<file path="src/rtl/phase_sequencer.sv">
`default_nettype none
// ============================================================================
// Module      : phase_sequencer
// Description : Steps the matrix datapath through capture, send, compute and
//               display phases with per-phase timeout and display rotation.
// Revision    : 1.0 - initial release
// ============================================================================
module phase_sequencer #(
    parameter int TIMEOUT = 64,
    parameter int DWELL   = 8,
    parameter int CW      = 8
) (
    input  logic       clk,
    input  logic       reset,
    input  logic       run,
    input  logic       abort,
    input  logic [2:0] mode,
    input  logic       done_capture,
    input  logic       done_send,
    input  logic       done_PE,
    input  logic       done_SA_3x3,
    input  logic       done_SA_2x2,
    output logic       state_idle,
    output logic       state_capture,
    output logic       state_send,
    output logic       state_PE,
    output logic       state_SA_3x3,
    output logic       state_SA_2x2,
    output logic       state_display,
    output logic [1:0] display_sel,
    output logic [2:0] cur_state,
    output logic       busy,
    output logic       error,
    output logic [2:0] err_phase,
    output logic       done_all
);

    typedef enum logic [2:0] {
        S_IDLE    = 3'd0,
        S_CAPTURE = 3'd1,
        S_SEND    = 3'd2,
        S_PE      = 3'd3,
        S_SA3     = 3'd4,
        S_SA2     = 3'd5,
        S_DISPLAY = 3'd6,
        S_ERROR   = 3'd7
    } state_t;

    localparam logic [CW-1:0] C_TO_LAST = CW'(TIMEOUT - 1);
    localparam logic [CW-1:0] C_DW_LAST = CW'(DWELL - 1);
    localparam logic [CW-1:0] C_ONE     = CW'(1);

    state_t        r_state;
    logic [CW-1:0] r_cnt;
    logic [2:0]    r_mode;
    logic          r_run_q;

    state_t        w_state_nxt;
    state_t        w_phase_after;
    logic [CW-1:0] w_cnt_nxt;
    logic [2:0]    w_mode_nxt;
    logic [1:0]    w_sel_nxt;
    logic [2:0]    w_sel_rem;
    logic [2:0]    w_errph_nxt;
    logic          w_err_nxt;
    logic          w_done_all_nxt;
    logic          w_done_cur;
    logic          w_start;

    // m holds only the compute phases still ahead of the current one
    function automatic state_t f_next_phase(input logic [2:0] m);
        if (m[0])      return S_PE;
        else if (m[1]) return S_SA3;
        else if (m[2]) return S_SA2;
        else           return S_DISPLAY;
    endfunction

    function automatic logic [1:0] f_first_set(input logic [2:0] m);
        if (m[0])      return 2'd0;
        else if (m[1]) return 2'd1;
        else if (m[2]) return 2'd2;
        else           return 2'd0;
    endfunction

    always_comb begin
        w_start        = run & ~r_run_q;
        w_state_nxt    = r_state;
        w_cnt_nxt      = r_cnt;
        w_mode_nxt     = r_mode;
        w_sel_nxt      = display_sel;
        w_err_nxt      = error;
        w_errph_nxt    = err_phase;
        w_done_all_nxt = 1'b0;
        w_done_cur     = 1'b0;
        w_phase_after  = S_DISPLAY;

        case (r_state)
            S_CAPTURE: begin w_done_cur = done_capture; w_phase_after = S_SEND;                          end
            S_SEND:    begin w_done_cur = done_send;    w_phase_after = f_next_phase(r_mode);            end
            S_PE:      begin w_done_cur = done_PE;      w_phase_after = f_next_phase(r_mode & 3'b110);   end
            S_SA3:     begin w_done_cur = done_SA_3x3;  w_phase_after = f_next_phase(r_mode & 3'b100);   end
            S_SA2:     begin w_done_cur = done_SA_2x2;  w_phase_after = S_DISPLAY;                       end
            default:   begin w_done_cur = 1'b0;         w_phase_after = S_DISPLAY;                       end
        endcase

        case (display_sel)
            2'd0:    w_sel_rem = r_mode & 3'b110;
            2'd1:    w_sel_rem = r_mode & 3'b100;
            default: w_sel_rem = 3'b000;
        endcase

        case (r_state)
            S_IDLE, S_ERROR: begin
                // abort only blocks a start from IDLE; ERROR ignores it
                if (w_start && !(abort && (r_state == S_IDLE))) begin
                    w_state_nxt = S_CAPTURE;
                    w_cnt_nxt   = '0;
                    w_mode_nxt  = mode;
                    w_err_nxt   = 1'b0;
                    w_errph_nxt = 3'd0;
                end
            end
            S_DISPLAY: begin
                if (abort) begin
                    w_state_nxt = S_IDLE;
                    w_cnt_nxt   = '0;
                end else if (r_cnt == C_DW_LAST) begin
                    w_cnt_nxt = '0;
                    if (w_sel_rem != 3'b000) begin
                        w_sel_nxt = f_first_set(w_sel_rem);
                    end else begin
                        w_state_nxt    = S_IDLE;
                        w_done_all_nxt = 1'b1;
                    end
                end else begin
                    w_cnt_nxt = r_cnt + C_ONE;
                end
            end
            default: begin
                if (abort) begin
                    w_state_nxt = S_IDLE;
                    w_cnt_nxt   = '0;
                end else if (w_done_cur) begin
                    w_state_nxt = w_phase_after;
                    w_cnt_nxt   = '0;
                    if (w_phase_after == S_DISPLAY) w_sel_nxt = f_first_set(r_mode);
                end else if (r_cnt == C_TO_LAST) begin
                    w_state_nxt = S_ERROR;
                    w_cnt_nxt   = '0;
                    w_err_nxt   = 1'b1;
                    w_errph_nxt = r_state;
                end else begin
                    w_cnt_nxt = r_cnt + C_ONE;
                end
            end
        endcase
    end

    always_ff @(posedge clk or negedge reset) begin
        if (!reset) begin
            r_state       <= S_IDLE;
            r_cnt         <= '0;
            r_mode        <= 3'd0;
            r_run_q       <= 1'b0;
            display_sel   <= 2'd0;
            error         <= 1'b0;
            err_phase     <= 3'd0;
            done_all      <= 1'b0;
            busy          <= 1'b0;
            state_idle    <= 1'b1;
            state_capture <= 1'b0;
            state_send    <= 1'b0;
            state_PE      <= 1'b0;
            state_SA_3x3  <= 1'b0;
            state_SA_2x2  <= 1'b0;
            state_display <= 1'b0;
        end else begin
            r_state       <= w_state_nxt;
            r_cnt         <= w_cnt_nxt;
            r_mode        <= w_mode_nxt;
            r_run_q       <= run;
            display_sel   <= w_sel_nxt;
            error         <= w_err_nxt;
            err_phase     <= w_errph_nxt;
            done_all      <= w_done_all_nxt;
            busy          <= (w_state_nxt != S_IDLE) && (w_state_nxt != S_ERROR);
            state_idle    <= (w_state_nxt == S_IDLE);
            state_capture <= (w_state_nxt == S_CAPTURE);
            state_send    <= (w_state_nxt == S_SEND);
            state_PE      <= (w_state_nxt == S_PE);
            state_SA_3x3  <= (w_state_nxt == S_SA3);
            state_SA_2x2  <= (w_state_nxt == S_SA2);
            state_display <= (w_state_nxt == S_DISPLAY);
        end
    end

    assign cur_state = r_state;

endmodule
`default_nettype wire

</file>
<file path="config.mk">
export PLATFORM = sky130hd
export DESIGN_NAME = phase_sequencer
export DESIGN_NICKNAME = d
export VERILOG_FILES = /design/src/rtl/phase_sequencer.sv
export SDC_FILE = /design/constraint.sdc
export NUM_CORES = 1
export LEC_CHECK = 0
export CAP_MARGIN = 20
export CORE_MARGIN = 2
export CORE_UTILIZATION = 49
export DETAILED_ROUTE_END_ITERATION = 10
export GPL_TIMING_DRIVEN = 0
export PLACE_DENSITY_LB_ADDON = 0.05
export SETUP_SLACK_MARGIN = 0.02
export SLEW_MARGIN = 20
export SYNTH_ARGS = -nofsm -noshare
export SYNTH_HDL_FRONTEND = slang
export SYNTH_SLANG_ARGS = --single-unit
</file>
<file path="constraint.sdc">
create_clock -name clk -period 4.9 [get_ports clk]
set_input_delay 0.98 -clock clk [delete_from_list [all_inputs] [get_ports clk]]
set_output_delay 0.98 -clock clk [all_outputs]
set_load 0.02 [all_outputs]
</file>
## Word level (Yosys, flattened, before mapping)

Cells that the tools add are included.

- Bits in registers: 30
- Input port bits: 12
- Output and inout bits: 18
- Logic and storage cells: 109

- $add $sub $neg: 1
- Eq/ne operators: 23
- Multiplexer cells: 48
- Bitwise logic cells: 5
- Reductions and logical operators: 16

Operator list:

| operator | count |
|---|---|
| $mux W8 | 6 |
| $mux W3 | 13 |
| $mux W2 | 13 |
| $eq A3 B3 Y1 const B | 8 |
| $pmux W3 S2 | 3 |
| $pmux W8 S2 | 1 |
| $eq A3 B2 Y1 const B | 4 |
| $pmux W3 S4 | 1 |
| $add A8 B1 Y8 const B | 1 |
| $eq A8 B3 Y1 const B | 1 |
| $eq A8 B6 Y1 const B | 1 |
| $mux W1 | 8 |
| $eq A3 B1 Y1 const B | 2 |
| $logic_not A3 Y1 | 2 |
| $ne A2 B2 Y1 const B | 3 |
| $reduce_and A6 Y1 | 1 |
| $reduce_bool A2 Y1 | 3 |
| $reduce_bool A3 Y1 | 2 |
| $pmux W1 S5 | 1 |
| $reduce_and A5 Y1 | 1 |
| $ne A2 B1 Y1 const B | 2 |
| $not A1 Y1 | 4 |
| $pmux W2 S2 | 1 |
| $logic_and A1 B1 Y1 | 3 |
| other kinds (8) | 8 |

## Logic depth before layout (Yosys ltp)

Gate-level depths: netlist of the first run.

- Depth after elaboration: 9
- Depth in mapped cells: 8
- Depth with buffers taken out: 7

## Worst setup path before layout of the first run

No wires, ideal clock.

- Path type: input-to-reg
- Start point: in done_SA_2x2
- End point: reg busy
- Library setup time: 125 ps
- Data arrival time: 2362 ps
- Required time: 4775 ps
- Path slack: 2413 ps
- Cell stages on the path: 7
- Buffers on the path: 1
- Cell sequence: mux2_2 > nand2_2 > nand2_2 > or3_1 > a31o_1 > buf_6 > mux2_4

- Longest elaborated chain between the ends: 6
- Elaborated cells between the ends (all ways): 7
- Classes of those cells: eq/ne: 1; mux: 4; reduce/logical: 2

RTL lines:

| what | RTL line | source |
|---|---|---|
| start: declaration | 22 | `input logic done_SA_2x2,` |
| $pmux W1 S5 * | 97 | `case (r_state)` |
| $mux W3 * | 143 | `end else if (w_done_cur) begin` |
| $mux W3 * | 140 | `if (abort) begin` |
| $pmux W3 S2 * | 112 | `case (r_state)` |
| via w_state_nxt[1] | 58 | `state_t w_state_nxt;` |
| $ne A3 B3 Y1 or $reduce_bool A3 Y1 (tied branches) | 186 | `busy <= (w_state_nxt != S_IDLE) && (w_state_nxt != S_ERROR);` |
| $logic_and A1 B1 Y1 * | 186 |  |
| end signal: assignment | 186 |  |
| end: declaration | 32 | `output logic busy,` |

Mark *: on every way through the listed nets, which the timed path passes. The rest lies on a longest branch.
A chain may end at the register's enable or synchronous reset.

## Final worst setup path of the first run

- Start point: in done_PE
- End point: reg display_sel[1]

- Longest elaborated chain between the ends: 3

RTL lines:

| what | RTL line | source |
|---|---|---|
| start: declaration | 20 | `input logic done_PE,` |
| $pmux W1 S5 | 97 |  |
| $reduce_bool A2 Y1 (no line) | n/a |  |
| $reduce_and A6 Y1 (no line) | n/a |  |
| end signal: assignment | 182 | `display_sel <= w_sel_nxt;` |
| end: declaration | 30 | `output logic [1:0] display_sel,` |

No other way between the ends.

==> impl_metrics.json, run 1 <==
{
  "timing.rr.start": "r_cnt[0]",
  "cts.sinks": 30,
  "dp_slack_ns": 1.81,
  "postSynthNetCount": 185,
  "slowest_delay_ns": 0.46,
  "fin_util": 0.643,
  "endpoint_kind": "flip-flop",
  "fillers": 293,
  "crit_path_frequent_cell": "a211oi_2",
  "grt_start_max_net_pins": 31,
  "io_pins": 30,
  "cp_data_arrival_time_ns": 2.97,
  "path_class": "input pin to flip-flop",
  "critPathSlowestCell": "clkdlybuf4s50_1",
  "crit_chain": "clkdlybuf4s50_1 > nand2_1 > o211a_4 > a211oi_2 > or3b_1 > a211oi_2 > mux2i_1",
  "drtIter0Drc": 84,
  "final.setup.tns_ns": 0,
  "p_per_area_nw_per_um2": 290,
  "fmax_mhz": 366,
  "clk_pin_slew_ns": 0.10,
  "yosysSeqAreaShare": 0.453,
  "cts_setup_buffers": 0,
  "initial_core_util": 0.505,
  "nets": 221,
  "hp-start": "err_phase[1]",
  "ys_types": 49,
  "diodes": 0,
  "maxSlewHeadroom": 0.572,
  "use_met3": 0.0670,
  "r2r_slack_ns": 2.52,
  "place.gp.congestion": 0.908,
  "num_vias": 1431,
  "status": "completed",
  "overflow": 0,
  "first_pass_iters": 4,
  "area_delta_synth_final_pct": 27.4,
  "critPathLaunchType": "input pin",
  "hold_viol_final": 0,
  "internal_power_w": 0.000472,
  "worst_skew_pair.late_latency_ns": 0.33,
  "r2r_end": "busy",
  "required_ns": 5.15,
  "grt_pass1_wl_um": 6310,
  "syn_inst": 172,
  "cp_max_fo": 6,
  "p_leak_nw": 0.888,
  "grt.met2_usage": 0.332,
  "fin_skew_ns": 0.00888,
  "rsz0062_at_grt": "no",
  "die_w_um": 62.2,
  "rows": 21,
  "setup_viol": 0,
  "clockRootBuffer": "clkbuf_4",
  "ir_worst_vdd_v": 0.000248,
  "met1_usage": 0.257,
  "yosysWarnings": 0,
  "clockPowerShare": 0.419,
  "drt_wl_total_um": 3650,
  "cts_buffer_depth": 2,
  "grt_usage": 0.208,
  "cts-htree-levels": 2,
  "port_buffers": 29,
  "pwr-share-seq": 0.451,
  "grt_pass1_vias": 1396,
  "layout-drive-gt1-share": 0.134,
  "cts_resized": 0,
  "die_area_um2": 3870,
  "synth-main-ff-cell": "dfrtp_1",
  "avgSynthCellArea_um2": 9.65,
  "combPwrFrac": 0.130,
  "hold_class": "flip-flop to flip-flop",
  "netlist_area_um2": 1660,
  "async_reset_ff_frac": 1.00,
  "synth_edf_count": 0,
  "cts_tree": "yes",
  "core-area_um2": 3280,
  "grt_busiest_layer": "met2",
  "path_buf_inv": 1,
  "hpwl_um": 2730,
  "yosys_register_bits": 30,
  "fin_crit_sh": 0.557,
  "fp.dieH_um": 62.2,
  "cts_buffers": 5,
  "critPathTopFamily": "compound AO/OA/AOI/OAI gates",
  "grt_antenna_before_repair": 0,
  "maxCapViolations": 0,
  "wl_per_cell_um": 14.3,
  "hold_depth": 1,
  "vias_per_cell": 5.61,
  "setup_slack_ns": 2.17,
  "sw_frac_of_total": 0.231,
  "period_needed_ns": 2.73,
  "ant_nets": 0,
  "finalMaxSlewViolations": 0,
  "hold_path_end": "err_phase[1]",
  "tightest_slew_ns": 0.642,
  "switchingPower_w": 0.000141,
  "r2r_cells": 7,
  "hold_buffers": 0,
  "drc": 0
}
[synth_stat cells (3+ instances only)]
master    count  area share
dfrtp_1      29        0.44
nand2_1      15       0.034
nor2_1       15       0.034
nor3_1        9       0.027
o21ai_0       8       0.024
nand2b_1      6       0.023
nand3_1       6       0.018
a21oi_1       5       0.015
inv_1         5       0.011
nor2b_1       5       0.019
mux2_2        4       0.027
nand3b_1      4       0.018
a22o_1        3       0.016
and3_1        3       0.011
buf_2         3      0.0090
nand4_1       3       0.011
o31ai_1       3       0.014
or3_1         3       0.011
[per-stage QoR]
step           area [um^2]  hold slack [ns]  power [W]  std cells
2_1_floorplan         1660            0.488   0.000323        172
3_3_place_gp          2010            0.467   0.000359        247
3_5_place_dp          2000            0.487   0.000362        247
4_1_cts               2110            0.516   0.000622        255
5_1_grt               2110            0.541   0.000641        255
6_report              2110            0.511   0.000614        255
[state kept, by name, indices dropped and copies added (netlist names)]
signal	flops
r_run_q	1
r_cnt	8
busy	1
state_idle	1
state_display	1
error	1
done_all	1
r_mode	3
state_send	1
display_sel	2
state_SA_3x3	1
cur_state	3
state_PE	1
state_capture	1
err_phase	3
state_SA_2x2	1
[area by class of cell]
class	count	area, um^2	area share
timing repair buffer	29	285	0.135
clock inverter	2	60.1	0.0284
tap	46	57.6	0.0272
clock buffer	6	51.3	0.0243
multi-input combinational	131	855	0.404
sequential	30	752	0.356
inverter	5	18.8	0.00888
buffer	6	33.8	0.0160
[worst max path at each step]
stage,endpoint,startpoint,cells after the start,slack (ns)
final,display_sel[1],done_PE,7,2.17
after global routing,busy,abort,7,1.99
after CTS,display_sel[1],done_PE,7,2.17
after detailed placement,display_sel[1],done_PE,7,1.81
after global placement,busy,abort,7,1.89
after floorplan,busy,done_SA_2x2,7,2.41
[power by group through the flow]
stage	combinational (W)	sequential, W	clock (W)
2_1_floorplan	0.0000383	0.000285	0
3_3_place_gp	0.0000787	0.000280	0
3_5_place_dp	0.0000803	0.000281	0
4_1_cts	0.0000806	0.000276	0.000265
5_1_grt	0.0000872	0.000280	0.000274
6_report	0.0000795	0.000277	0.000257
[worst reg2reg max path: cells and delay by family (launching register included)]
family          cells  cell delay, ns
mux                 1            0.28
fa+ha+maj           1            0.23
compound gates      1            0.44
flops               1            0.40
simple gates        4            0.92
[cells in the final DEF, fill, tap and decap left out, types with 3 or more instances in the layout]
| cell type | count |
|---|---|
| clkdlybuf4s50_1 | 28 |
| a21oi_1 | 5 |
| nand4_1 | 3 |
| inv_1 | 5 |
| nand2b_1 | 6 |
| mux2_2 | 4 |
| nor2b_1 | 5 |
| nand3_1 | 6 |
| nand2_1 | 15 |
| o31ai_1 | 3 |
| o21ai_0 | 8 |
| dfrtp_1 | 29 |
| a22o_1 | 3 |
| nor2_1 | 15 |
| or3_1 | 3 |
| nor3_1 | 9 |
| buf_2 | 4 |
| clkbuf_4 | 5 |
| and3_1 | 3 |
| nand3b_1 | 4 |
[metal layers]
metal	vias to the layer above	routed length, um
met5	-	0
met4	0	97
met3	10	231
met2	55	1730
met1	663	1590
li1	703	-
[logic make-up (layout without fill, tap and decap cells)]
group                    count (synthesis)  after routing  share of synthesized area
AO/OA/AOI/OAI                           39             39                      0.179
flip-flops                              30             30                      0.453
adder cells (fa/ha/maj)                  1              1                    0.00754
buffers and inverters                   11             48                     0.0317
multiplexers                             7              7                     0.0483
AND/OR/NAND/NOR                         84             84                      0.280
No activity file was read; power rests on OpenSTA's default activity.
==> run 2: changes to the inputs <==
- CORE_UTILIZATION: 49 -> 47
- clock period: 4.9 -> 2.3 ns (I/O delays scaled with it)
==> impl_metrics.json, run 2 (synthesis gave the netlist of run 1 again) <==
{
  "status": "completed",
  "largest_register_ffs": 8,
  "critPathSlowestCell": "clkdlybuf4s50_1",
  "setup_viol": 0,
  "clockRootBuffer": "clkbuf_4",
  "path_buf_inv": 1,
  "fin_cells": 258,
  "num_vias": 1465,
  "dp_slack_ns": -0.283,
  "grt_pass1_vias": 1411,
  "path_class": "input pin to flip-flop",
  "io_pins": 30,
  "wl_per_cell_um": 14.5,
  "path_depth": 7,
  "cts-htree-levels": 2,
  "rsz0062_at_grt": "yes",
  "cts_buffer_depth": 2,
  "top_register": "r_cnt",
  "endpoint_kind": "flip-flop",
  "cts_tree": "yes",
  "p_leak_nw": 0.898,
  "cp_data_arrival_time_ns": 2.44,
  "rows": 21,
  "p_per_area_nw_per_um2": 536,
  "die_area_um2": 4020,
  "maxCapViolations": 0,
  "required_ns": 2.55,
  "drtIter0Drc": 71,
  "critPathLaunchType": "input pin",
  "cts.sinks": 30,
  "diodes": 0,
  "drc": 0,
  "first_pass_iters": 4,
  "ir_worst_vdd_v": 0.000339,
  "tightest_slew_ns": 0.639,
  "grt_start_max_net_pins": 31,
  "initial_core_util": 0.493,
  "layout-drive-gt1-share": 0.189,
  "dpl.cell_count": 247,
  "fmax_mhz": 458,
  "fp.dieH_um": 63.4,
  "critPathTopFamily": "compound AO/OA/AOI/OAI gates",
  "fin_crit_sh": 0.950,
  "hpwl_um": 2720,
  "overflow": 0,
  "wl_met1_um": 1650,
  "port_buffers": 29,
  "crit_chain": "clkdlybuf4s50_1 > nand2_1 > o211a_4 > a211oi_2 > or3b_1 > a211oi_4 > mux2i_1",
  "vias_per_cell": 5.68,
  "clk_pin_slew_ns": 0.09,
  "fin_skew_ns": 0.00911,
  "place.gp.congestion": 0.924,
  "area_delta_synth_final_pct": 29.3,
  "worst_skew_pair.late_latency_ns": 0.33,
  "hold_viol_final": 0,
  "mostFrequentLayoutCells": "28 x clkdlybuf4s50_1, 27 x dfrtp_1, 15 x nor2_1, 15 x nand2_1, 8 x o21ai_0",
  "die_w_um": 63.4,
  "final_common_cell": "clkdlybuf4s50_1",
  "dr_wl_met2_um": 1840,
  "route.met3.wl_um": 162,
  "slowest_delay_ns": 0.46,
  "maxSlewHeadroom": 0.574,
  "drt_wl_total_um": 3730,
  "hold_class": "input pin to asynchronous set/reset pin",
  "routed.top_layer": "met4",
  "finalMaxSlewViolations": 0,
  "grt_antenna_before_repair": 0,
  "period_needed_ns": 2.19,
  "grt_usage": 0.207,
  "grt_pass1_wl_um": 6440,
  "cts_buffers": 5,
  "r2r_cells": 6,
  "cp_max_fo": 6,
  "setup_slack_ns": 0.115,
  "core-area_um2": 3360,
  "nets": 224,
  "ant_nets": 0
}
-- run 2: area by class of cell --
class,instances,area (um^2)
timing repair buffer,32,308
multi-input combinational,131,891
fill,295,1220
inverter,5,18.8
sequential,30,754
clock buffer,8,78.8
tap,46,57.6
buffer,6,36.3
-- run 2: metrics by stage --
| step | power, W | cell area (um^2) | hold WS, ns | util | setup TNS, ns |
|---|---|---|---|---|---|
| after floorplan | 0.000688 | 1660 | 0.164 | - | 0 |
| after global placement | 0.000764 | 2010 | 0.466 | 0.597 | -1.28 |
| after detailed placement | 0.000768 | 2000 | 0.469 | 0.595 | -1.61 |
| after CTS | 0.00116 | 2080 | 0.158 | 0.619 | 0 |
| after global routing | 0.00121 | 2140 | 0.183 | 0.638 | -0.116 |
| final | 0.00115 | 2140 | 0.142 | 0.638 | 0 |
-- run 2: layer usage --
layer,vias to the layer above,global-route usage
met4,0,0.111
met2,51,0.320
li1,712,-
met5,-,0
met3,7,0.0464
met1,695,0.269
-- run 2: final timing paths --
check,end,slack (ns),from
setup / recovery,display_sel[0],0.11,done_PE
hold / removal,r_cnt[3],0.14,reset
setup reg to reg,err_phase[2],0.12,r_cnt[0]
hold reg to reg,error,0.49,error
max in group asynchronous,cur_state[1],1.71,reset
min in group clk,error,0.49,error
-- run 2: repair_timing --
item	in CTS	in global routing
hold buffers	0	0
endpoints found under the setup margin	1	10
pin swaps	0	2
buffers inserted	0	3
resized for setup	1	11
hold endpoints to repair	0	0
-- run 2: power breakdown --
| group | switching, W | internal [W] |
|---|---|---|
| logic | 0.0000888 | 0.0000860 |
| clock network | 0.000180 | 0.000209 |
| registers | 0.0000308 | 0.000555 |
